### src/rtl/tdm_demux.sv
// De-interleaves a TDM sample stream into CHANNELS parallel lanes.
// Frames are gathered in a shadow buffer and published on dout in one registered update.
module tdm_demux #(
    parameter int WIDTH    = 1,
    parameter int CHANNELS = 2,
    parameter int CH_W     = $clog2(CHANNELS)
) (
    input  logic                      clk,
    input  logic                      rst_n,
    input  logic [WIDTH-1:0]          din,
    input  logic                      din_valid,
    input  logic                      frame_sync,
    output logic [CHANNELS*WIDTH-1:0] dout,
    output logic                      dout_valid,
    output logic [CH_W-1:0]           sel,
    output logic                      locked,
    output logic                      sync_err
);

    typedef enum logic {
        HUNT   = 1'b0,
        LOCKED = 1'b1
    } state_t;

    localparam logic [CH_W-1:0] LAST_SEL = CH_W'(CHANNELS - 1);
    localparam logic [CH_W-1:0] ONE_SEL  = CH_W'(1);

    state_t                      r_state, w_state_nxt;
    logic [CH_W-1:0]             r_sel, w_sel_nxt;
    logic [CHANNELS*WIDTH-1:0]   r_shadow, w_shadow_nxt;
    logic [CHANNELS*WIDTH-1:0]   r_dout, w_dout_nxt;
    logic                        r_dout_valid, w_dout_valid_nxt;
    logic                        r_sync_err, w_sync_err_nxt;

    always_comb begin
        // NOTE: every signal gets a default before any branch so no latch is inferred.
        w_state_nxt      = r_state;
        w_sel_nxt        = r_sel;
        w_shadow_nxt     = r_shadow;
        w_dout_nxt       = r_dout;
        w_dout_valid_nxt = 1'b0;
        w_sync_err_nxt   = 1'b0;

        if (din_valid) begin
            unique case (r_state)
                HUNT: begin
                    if (frame_sync) begin
                        w_shadow_nxt[WIDTH-1:0] = din;
                        w_sel_nxt               = ONE_SEL;
                        w_state_nxt             = LOCKED;
                    end
                end
                LOCKED: begin
                    if (frame_sync) begin
                        // A sync anywhere but channel 0 abandons the partial frame.
                        w_sync_err_nxt          = (r_sel != '0);
                        w_shadow_nxt[WIDTH-1:0] = din;
                        w_sel_nxt               = ONE_SEL;
                    end else begin
                        w_shadow_nxt[int'(r_sel)*WIDTH +: WIDTH] = din;
                        if (r_sel == LAST_SEL) begin
                            w_dout_nxt       = w_shadow_nxt;
                            w_dout_valid_nxt = 1'b1;
                            w_sel_nxt        = '0;
                        end else begin
                            w_sel_nxt = r_sel + ONE_SEL;
                        end
                    end
                end
                default: w_state_nxt = HUNT;
            endcase
        end
    end

    always_ff @(posedge clk or negedge rst_n) begin
        if (!rst_n) begin
            r_state      <= HUNT;
            r_sel        <= '0;
            r_shadow     <= '0;
            r_dout       <= '0;
            r_dout_valid <= 1'b0;
            r_sync_err   <= 1'b0;
        end else begin
            // NOTE: non-blocking so every register samples the pre-edge values together.
            r_state      <= w_state_nxt;
            r_sel        <= w_sel_nxt;
            r_shadow     <= w_shadow_nxt;
            r_dout       <= w_dout_nxt;
            r_dout_valid <= w_dout_valid_nxt;
            r_sync_err   <= w_sync_err_nxt;
        end
    end

    assign dout       = r_dout;
    assign dout_valid = r_dout_valid;
    assign sel        = r_sel;
    assign locked     = (r_state == LOCKED);
    assign sync_err   = r_sync_err;

endmodule

### config.mk
export PLATFORM = sky130hd
export DESIGN_NAME = tdm_demux
export DESIGN_NICKNAME = d
export VERILOG_FILES = /design/src/rtl/tdm_demux.sv
export SDC_FILE = /design/constraint.sdc
export NUM_CORES = 1
export LEC_CHECK = 0
export ABC_AREA = 1
export BUFFER_PORTS_ARGS = -buffer_cell sky130_fd_sc_hd__buf_2
export CORE_AREA = 2 2 39 41
export DETAILED_ROUTE_END_ITERATION = 12
export DIE_AREA = 0 0 41 43
export SYNTH_ARGS = -nofsm -noshare
export SYNTH_HDL_FRONTEND = slang
export SYNTH_SLANG_ARGS = --single-unit
### constraint.sdc
create_clock -name clk -period 1.1 [get_ports clk]
set_clock_uncertainty 0.15 [all_clocks]
set_input_delay 0.055 -clock clk [delete_from_list [all_inputs] [get_ports clk]]
set_output_delay 0.055 -clock clk [all_outputs]
set_load 0.02 [all_outputs]
==> summary.txt, run 1 <==
Worst setup path
  • Worst Setup Start Kind: register
  • Critical path type: register to primary output
  • Crit Reg-Reg Startpoint: locked
  • CP endpoint kind: primary output
  • Worst reg-to-reg setup slack: ~0.09 ns
  • Family with the most delay on the worst path: flip-flops
  • Buf+Inv Stages, Crit Path: 1
  • Setup crit start: locked
  • Required time worst endpoint: slightly below 0.9 ns
  • Largest stage delay, worst path: 0.44 ns
  • Cell chain of the critical path: buf_2
  • Slowest cell on crit path: dfrtp_2
  • Data arrival at the endpoint of the critical path: between 0.8 and 0.9 ns
  • Crit path max fanout: 6

Drt
  • Detailed Routing Iterations Pass 1: 4
  • Total via count after detailed routing: 262
  • DR WL/cell: a little under 9 um
  • Iteration-0 DRC Markers: 7
  • Residual DRC count: 0
  • Per-cell via count in the routed design: between 4 and 5
  • Residual antenna-violating net count after detailed routing: 0
  • Wire length after detailed routing: roughly 560 um

Synthesis
  • Synthesized instance count: 31
  • Synthesized cell area: between 200 and 300 um^2
  • Synthesis Warnings: 0
  • Number of nets in the synthesized netlist: 36
  • Number of synthesized register bits: 7
  • Share of the yosys chip area belonging to registers: 0.611
  • Synthesized area per cell: between 9 and 10 um^2
  • Library cells used by synthesis: 9

GRT
  • Maximum number of pins on one net before global-route repair: 8
  • Wire length of the first global-routing pass: a little over 900 um
  • Grt ovf: 0
  • Global Route Usage Sum: 0.0876
  • Number of global-route vias before repair: ~230
  • Antenna violations before repair: 0

Placed design
  • Global placer's final weighted congestion: between 0.7 and 0.8
  • DP Area: roughly 360 um^2
  • Detailed placer's ending HPWL: around 430 um
  • Port buffer count: 10

Timing
  • Minimum clock period: ~1.1 ns
  • Total Negative Setup Slacks: 0 ns
  • Endpoints failing hold: 0
  • Rel. slew slack: 0.893
  • Slew Viols, Final: 0
  • Slew of the pin with the lowest slew margin: 0.160 ns
  • Maximum clock frequency: approximately 940 MHz
  • Period utilisation layout: 0.968
  • Unrepaired setup endpoints after global routing: true
  • Finish-stage setup viols: 0

Final layout
  • Filler cell count in the final layout: 155
  • Relative area change from synthesis to final layout: 53.3%
  • Area taken by flip-flops and latches: roughly 180 um^2
  • Non-Filler Cell Area, Final: roughly 440 um^2
  • Highest-count cells in the layout ignoring fill and taps: nand2_1 (8), buf_2 (8), dfrtp_1 (5)
  • Diodes inserted: 0
  • Final-stage net count: 55
  • Layout cells sized above 1: 0.449
  • Area of the multi-input gates: 101 um^2

Clocking
  • Htree depth: 1
  • Number of clock sinks: 7
  • Post-CTS Setup Repair Bufs: 0
  • Number of buffers on the longest clock path: 2
  • Worst-skew pair later-pin latency: around 0.25 ns
  • Cell at the root of the clock tree: clkbuf_4
  • Clock transition at the registers of the reported paths: ~0.050 ns
  • CTS tree: done
  • TritonCTS buffer count: 3

Die
  • Effective utilization at floorplan: 0.207
  • Total Die Area: between 1500 and 2000 um^2
  • Number of top-level pins: 11
  • Standard-cell row count: 14
  • Core area: 1380 um^2
  • Die height: 43 um
  • Die width: slightly above 40 um

Outcome
  • Result of the run: complete, no violations

Power
  • Cell leakage power: ~0.00024 uW
  • Total Power Consumption: 688 uW
  • VDD IR-drop max: 0.460 mV
  • Power density over cell area: between 1500 and 2000 nW/um^2

Min path
  • Class of the most critical hold timing path: primary input to asynchronous set/reset pin

Job
  • Maximum Capacitance Violations: 0
metal layers:
metal | global-route usage | vias up | share of wire
met5 | 0 | - | 0
li1 | - | 135 | -
met1 | 0.0974 | 116 | 0.49
met3 | 0.0628 | 2 | 0.066
met4 | 0.0800 | 0 | 0.014
met2 | 0.103 | 9 | 0.43
registers in the layout, summed over array words and instances, names as in the netlist:
register,flops
dout_valid,1
sel,1
locked,1
sync_err,1
r_shadow,1
dout,2
cells by family (layout without fill, tap and decap cells):
| logic type | after synthesis | in the layout | synth area share |
|---|---|---|---|
| simple gates | 19 | 19 | 0.319 |
| flops | 7 | 7 | 0.611 |
| buf+inv | 4 | 22 | 0.0524 |
| compound gates | 1 | 1 | 0.0175 |
power breakdown:
group | switching [uW] | internal, uW
logic | 84.9 | 61.2
clock network | 90.9 | 138
registers | 21.6 | 291
total | 197 | 490
metrics by stage:
step	util	cells	setup WS, ns	hold slack (ns)
2_1_floorplan	-	31	0.00494	-0.391
3_3_place_gp	0.258	57	0.0925	-0.255
3_5_place_dp	0.258	57	0.0704	-0.252
4_1_cts	0.306	65	0.00651	0.00829
5_1_grt	0.317	65	-0.00200	0.0335
6_report	0.317	65	0.0349	0.0122
synthesized netlist by cell type:
cell     count  area, um^2
nand2_1      8        30.0
dfrtp_1      7         175
inv_1        4        15.0
nand2_2      4        25.0
nand3_1      4        20.0
nand4_1      1        6.26
nor2_1       1        3.75
nor2_2       1        6.26
o21ai_0      1        5.00
final timing paths:
check	cells past startpoint	to
max	1	locked
min	2	dout_valid
max reg2reg	4	r_shadow[0]
min reg2reg	2	dout[0]
max in group asynchronous	2	sel
min in group clk	2	dout[0]
layout make-up:
type | count | share of cell area
Inverter | 4 | 0.0342
Timing Repair Buffer | 14 | 0.225
Tap cell | 16 | 0.0456
Multi-Input combinational cell | 20 | 0.231
Clock buffer | 4 | 0.0598
Sequential cell | 7 | 0.405
repair_timing:
| item | in CTS | in global routing |
|---|---|---|
| resized for setup | 0 | 8 |
| hold endpoints to repair | 13 | 0 |
| endpoints found under the setup margin | 0 | 6 |
| hold buffers | 4 | 0 |
No activity file was read; power rests on OpenSTA's default activity.
==> inputs of run 2 (changes only) <==
--- a/constraint.sdc
+++ b/constraint.sdc
@@ -4,2 +4,2 @@
 set_output_delay 0.055 -clock clk [all_outputs]
-set_load 0.02 [all_outputs]
+set_load 0.05 [all_outputs]
==> run 2 against run 1 <==
  * Routed wire length up 0.89%
  * Count of clock-buffer cells in the layout unchanged
  * Cell area grew 1.4%
  * Via count down 8.0%
  * Register-to-register slack barely moved
  * Non-clock buffer count is the same
  * Worst setup slack got worse by 0.012 ns
==> summary.txt, run 2 (same netlist as run 1, synthesis figures left out) <==
Timing
  • Fin Hold WS: 0.0166 ns (+0.00435 ns)
  • Endpoints failing hold: 0 (unchanged)
  • Unrepaired setup endpoints after global routing: true
  • Finish-stage setup viols: 0 (unchanged)
  • Slew Viols, Final: 0 (unchanged)
  • Slew of the pin with the lowest slew margin: 0.248 ns (+0.0878 ns)
  • Maximum clock frequency: 928 MHz (-1.1%)
  • Rel. slew slack: 0.836 (-0.0574)
  • Total Negative Setup Slacks: 0 ns (unchanged)
  • Period utilisation layout: 0.979 (+0.0108)
  • Minimum clock period: 1.08 ns (+0.0119 ns)

Worst setup path
  • Largest stage delay, worst path: 0.53 ns (+0.09 ns)
  • Required time worst endpoint: 1.09 ns (+0.20 ns)
  • Family with the most delay on the worst path: buffers and inverters
  • Worst Setup Start Kind: primary input
  • Buf+Inv Stages, Crit Path: 3 (+2)
  • Slowest cell on crit path: dlygate4sd3_1
  • Worst reg-to-reg setup slack: 0.10 ns (about the same)
  • CP endpoint kind: register
  • Data arrival at the endpoint of the critical path: 1.06 ns (+0.20 ns)
  • Critical path type: primary input to register
  • Most common cell type on the critical path: nand2_1
  • Crit path max fanout: 3 (-3)
  • Cell chain of the critical path: dlygate4sd3_1 -> buf_2 -> inv_1 -> nand4_1 -> nand2_1 -> nand2_1

Final layout
  • Flip-flop count of the largest register after layout: 2 (unchanged)
  • Filler cell count in the final layout: 153 (-1.3%)
  • Relative area change from synthesis to final layout: 55.5%
  • Highest-count cells in the layout ignoring fill and taps: nand2_1 (8), buf_2 (7), dfrtp_1 (5)
  • Final Util: 0.322 (+0.00452)
  • Layout cells sized above 1: 0.429 (-0.0204)
  • Diodes inserted: 0 (unchanged)
  • Leading cell type in the layout, fill and taps excluded: nand2_1
  • Final-stage net count: 55 (unchanged)

Die
  • Total Die Area: 1760 um^2 (unchanged)
  • Die height: 43 um (unchanged)
  • Standard-cell row count: 14 (unchanged)
  • Effective utilization at floorplan: 0.207 (unchanged)
  • Number of top-level pins: 11 (unchanged)
  • Core area: 1380 um^2 (unchanged)
  • Die width: 41 um (unchanged)

Drt
  • Detailed Routing Iterations Pass 1: 2 (-2)
  • Residual DRC count: 0 (unchanged)
  • DR WL/cell: 8.74 um (+0.89%)
  • Per-cell via count in the routed design: 3.71 (-8.0%)
  • Iteration-0 DRC Markers: 2 (-5)
  • Wire length after detailed routing: 568 um (+0.89%)
  • Residual antenna-violating net count after detailed routing: 0 (unchanged)
  • Total via count after detailed routing: 241 (-8.0%)

Clocking
  • Number of buffers on the longest clock path: 2 (unchanged)
  • TritonCTS buffer count: 3 (unchanged)
  • Cell at the root of the clock tree: clkbuf_4
  • Clock transition at the registers of the reported paths: 0.05 ns (about the same)
  • Number of clock sinks: 7 (unchanged)
  • Worst-skew pair later-pin latency: 0.25 ns (about the same)
  • Htree depth: 1 (unchanged)
  • Post-CTS Setup Repair Bufs: 0 (unchanged)
  • CTS tree: done

Min path
  • Class of the most critical hold timing path: primary input to asynchronous set/reset pin

Job
  • Maximum Capacitance Violations: 0 (unchanged)

Outcome
  • Result of the run: complete, no violations

GRT
  • Global Route Usage Sum: 0.0838 (-0.00386)
  • Wire length of the first global-routing pass: 924 um (+1.5%)
  • Antenna violations before repair: 0 (unchanged)
  • Grt ovf: 0 (unchanged)
  • Number of global-route vias before repair: 223 (-2.6%)
  • Maximum number of pins on one net before global-route repair: 8 (unchanged)

Placed design
  • Port buffer count: 10 (unchanged)
  • Global placer's final weighted congestion: 0.677 (-11%)

Power
  • Cell leakage power: 0.000247 uW (+2.0%)
  • VDD IR-drop max: 0.759 mV (+65%)
  • Power density over cell area: 1680 nW/um^2 (+7.0%)
[run 2: final cells by class]
type / instances / area, um^2 / area share
inverter: 4 / 15.0 / 0.0337
sequential: 7 / 178 / 0.399
tap: 16 / 20.0 / 0.0449
clock buffer: 4 / 26.3 / 0.0590
multi-input combinational: 20 / 101 / 0.228
timing repair buffer: 14 / 105 / 0.236
[run 2: power by group]
part | internal [uW] | switching, uW | total, uW
registers | 291 | 21.5 | 312
clock network | 138 | 88.9 | 227
logic | 61.2 | 146 | 207
total | 490 | 256 | 747
[run 2: path summary, 6_finish.rpt]
| check | endpoint | startpoint | cells past startpoint |
|---|---|---|---|
| max | dout[0] | frame_sync | 6 |
| min | r_shadow[0] | rst_n | 2 |
| max reg2reg | sel | locked | 4 |
| min reg2reg | dout[1] | dout[1] | 2 |
| max in group asynchronous | locked | rst_n | 2 |
| min in group clk | dout[1] | dout[1] | 2 |
[run 2: metal layers]
| metal | vias to the layer above | global-route usage | wire length, um |
|---|---|---|---|
| li1 | 132 | - | - |
| met4 | 0 | 0.0200 | 0 |
| met2 | 10 | 0.103 | 246 |
| met1 | 99 | 0.105 | 272 |
| met3 | 0 | 0.0785 | 49 |
| met5 | - | 0 | 0 |
[run 2: metrics by stage]
stage | power, uW | instance area (um^2) | setup slack [ns] | cells
final | 747 | 445 | 0.0229 | 65
after global routing | 796 | 445 | -0.0185 | 65
after detailed placement | 506 | 359 | 0.115 | 57
after CTS | 755 | 434 | 0.00905 | 65
after global placement | 503 | 359 | 0.124 | 57
after floorplan | 452 | 289 | -0.0207 | 31
[run 2: repair_timing]
item,in CTS,in global routing
hold buffers,4,0
pin swaps,0,0
endpoints found under the setup margin,2,4
gates resized for setup,3,3
hold endpoints to repair,12,0
==> inputs of run 3 (changes only) <==
- CELL_PAD_IN_SITES_DETAIL_PLACEMENT: unset -> 1
- CELL_PAD_IN_SITES_GLOBAL_PLACEMENT: unset -> 1
- PLACE_DENSITY_LB_ADDON: unset -> 0.1
==> run 3 against run 2 <==
  * The flow now finishes with violations (hold timing)
  * Maximum frequency rose by 0.54%
  * Largest power group unchanged
  * Routed wire length rose by 15%
  * Critical endpoint is now locked
  * Worst setup slack improved by 0.0057 ns
  * Cell area did not move
  * Critical path type is now register to primary output
  * Sequential power barely moved
  * Cell count did not move
==> summary.txt, run 3 (same netlist as run 1, synthesis figures left out) <==
Placed design
  • Detailed placer's ending HPWL: a little under 500 um
  • Global placer's final weighted congestion: 0.751 (+11%)
  • Port buffer count: 10 (unchanged)
  • Instance count after placement with tap cells included: 57 (unchanged)

Worst setup path
  • Critical path type: register to primary output
  • Worst reg-to-reg setup slack: 0.09 ns (about the same)
  • Number of logic stages on the critical path including buffering: 1 (-5)
  • CP endpoint kind: primary output
  • Largest stage delay, worst path: 0.45 ns (-0.08 ns)
  • Crit Reg-Reg Startpoint: locked
  • Buf+Inv Stages, Crit Path: 1 (-2)
  • Slowest cell on crit path: dfrtp_2
  • Family with the most delay on the worst path: flip-flops
  • Worst setup endpoint: locked
  • Crit path max fanout: 6 (+3)
  • Data arrival at the endpoint of the critical path: 0.87 ns (-0.19 ns)
  • R2R Path End: dout[0]
  • Setup crit start: locked
  • Cell chain of the critical path: buf_6
  • Required time worst endpoint: 0.89 ns (-0.20 ns)
  • Worst Reg2Reg Path Length in Cells: 3 (-1)
  • Worst Setup Start Kind: register

Outcome
  • Result of the run: complete, but fails checks
  • Failing checks: hold timing

Clocking
  • Number of hold buffers added after CTS: 5 (+1)
  • Post-CTS Setup Repair Bufs: 0 (unchanged)
  • Cell at the root of the clock tree: clkbuf_4
  • Number of buffers on the longest clock path: 2 (unchanged)
  • CTS tree: done
  • Htree depth: 1 (unchanged)
  • Number of clock sinks: 7 (unchanged)
  • Worst-skew pair later-pin latency: 0.25 ns (about the same)
  • Clock transition at the registers of the reported paths: 0.05 ns (about the same)
  • TritonCTS buffer count: 3 (unchanged)

Job
  • Maximum Capacitance Violations: 0 (unchanged)

Drt
  • Iteration-0 DRC Markers: 2 (unchanged)
  • Residual DRC count: 0 (unchanged)
  • Per-cell via count in the routed design: 4.26 (+15%)
  • Met3 wire length: 32 um (-35%)
  • Wire length after detailed routing: 653 um (+15%)
  • Uppermost metal layer occupied by signal nets: met4
  • Detailed Routing Iterations Pass 1: 4 (+2)
  • Total via count after detailed routing: 277 (+15%)
  • DR WL/cell: 10.0 um (+15%)
  • Residual antenna-violating net count after detailed routing: 0 (unchanged)
  • Detailed-route wire length on metal 1: 264 um (-2.9%)
  • Routed wl met2: 343 um (+39%)

Final layout
  • Final-stage net count: 55 (unchanged)
  • Count of placed standard cells in the final layout, fillers left out: 65 (unchanged)
  • Filler cell count in the final layout: 178 (+16%)
  • Diodes inserted: 0 (unchanged)
  • Final Util: 0.322 (unchanged)
  • Flip-flop count of the largest register after layout: 2 (unchanged)
  • Area of the multi-input gates: 96.3 um^2 (-4.9%)
  • Highest-count cells in the layout ignoring fill and taps: nand2_1 (8), buf_2 (6), clkbuf_4 (5), dfrtp_1 (5)
  • Layout cells sized above 1: 0.429 (unchanged)
  • Leading cell type in the layout, fill and taps excluded: nand2_1
  • Relative area change from synthesis to final layout: 55.5% (unchanged)
  • Area taken by flip-flops and latches: 178 um^2 (unchanged)

Die
  • Core area: 1380 um^2 (unchanged)
  • Number of top-level pins: 11 (unchanged)
  • Die width: 41 um (unchanged)
  • Effective utilization at floorplan: 0.207 (unchanged)
  • Total Die Area: 1760 um^2 (unchanged)
  • Die height: 43 um (unchanged)
  • Standard-cell row count: 14 (unchanged)

Timing
  • Minimum clock period: 1.07 ns (-0.00573 ns)
  • Slew of the pin with the lowest slew margin: 0.247 ns (-0.000667 ns)
  • Rel. slew slack: 0.836 (about the same)
  • Finish-stage setup viols: 0 (unchanged)
  • Unrepaired setup endpoints after global routing: true
  • Period utilisation layout: 0.974 (-0.00521)
  • Slew Viols, Final: 0 (unchanged)
  • Endpoints failing hold: 4 (+4)
  • Fin Hold WS: -0.0695 ns (-0.0860 ns)
  • Maximum clock frequency: 933 MHz (+0.54%)

Power
  • Cell leakage power: 0.000252 uW (+2.1%)
  • Power density over cell area: 1730 nW/um^2 (+3.2%)
  • VDD IR-drop max: 0.413 mV (-46%)

GRT
  • Grt ovf: 0 (unchanged)
  • Maximum number of pins on one net before global-route repair: 8 (unchanged)
  • Global Route Usage Sum: 0.104 (+0.0202)
  • Antenna violations before repair: 0 (unchanged)
  • Number of global-route vias before repair: 287 (+29%)
  • Wire length of the first global-routing pass: 1.12 mm (+21%)

Min path
  • Hold Crit Start: frame_sync
  • Class of the most critical hold timing path: primary input to register
-- run 3: cell types whose count changed in the layout (fill, tap and decap cells not counted), sizes merged --
cell / change
clkbuf: +2
dlygate4sd3: -1
dlymetal6s4s: +1
buf: -2
-- run 3: power breakdown --
group	switching, uW	internal (uW)	leakage (uW)
logic	149	68.3	0.000154
clock network	102	139	0.0000150
registers	20.7	291	0.0000830
-- run 3: layout make-up --
type,instances,share of cell area
Multi-Input combinational cell,20,0.216
Inverter,4,0.0337
Sequential cell,7,0.399
Tap cell,16,0.0449
Clock buffer,4,0.0590
Timing Repair Buffer,14,0.247
-- run 3: worst min path at each step --
stage                     to  cells after the start
global placement    sync_err                      1
detailed placement  sync_err                      1
finish                locked                      3
floorplan            dout[0]                      0
global route        sync_err                      3
CTS                 sync_err                      2
-- run 3: timing repair --
item,in CTS,in global routing
pin swaps,0,2
hold endpoints to repair,12,3
endpoints found under the setup margin,2,7
resized for setup,4,5
cloned,0,0
-- run 3: per-stage QoR --
stage	TNS (ns)	power, uW	hold slack [ns]	cell area, um^2	setup WS [ns]
final	0	770	-0.0695	445	0.0287
after CTS	0	785	0.0112	448	0.00925
after global routing	-0.00540	824	-0.0410	445	-0.00540
after floorplan	-0.0498	452	-0.391	289	-0.0207
after detailed placement	0	508	-0.250	359	0.105
after global placement	0	505	-0.252	359	0.120
-- run 3: metal layers --
layer	track usage	vias up
met5	0	-
met4	0.120	0
met3	0.0314	2
met2	0.153	6
met1	0.0980	136
li1	-	133
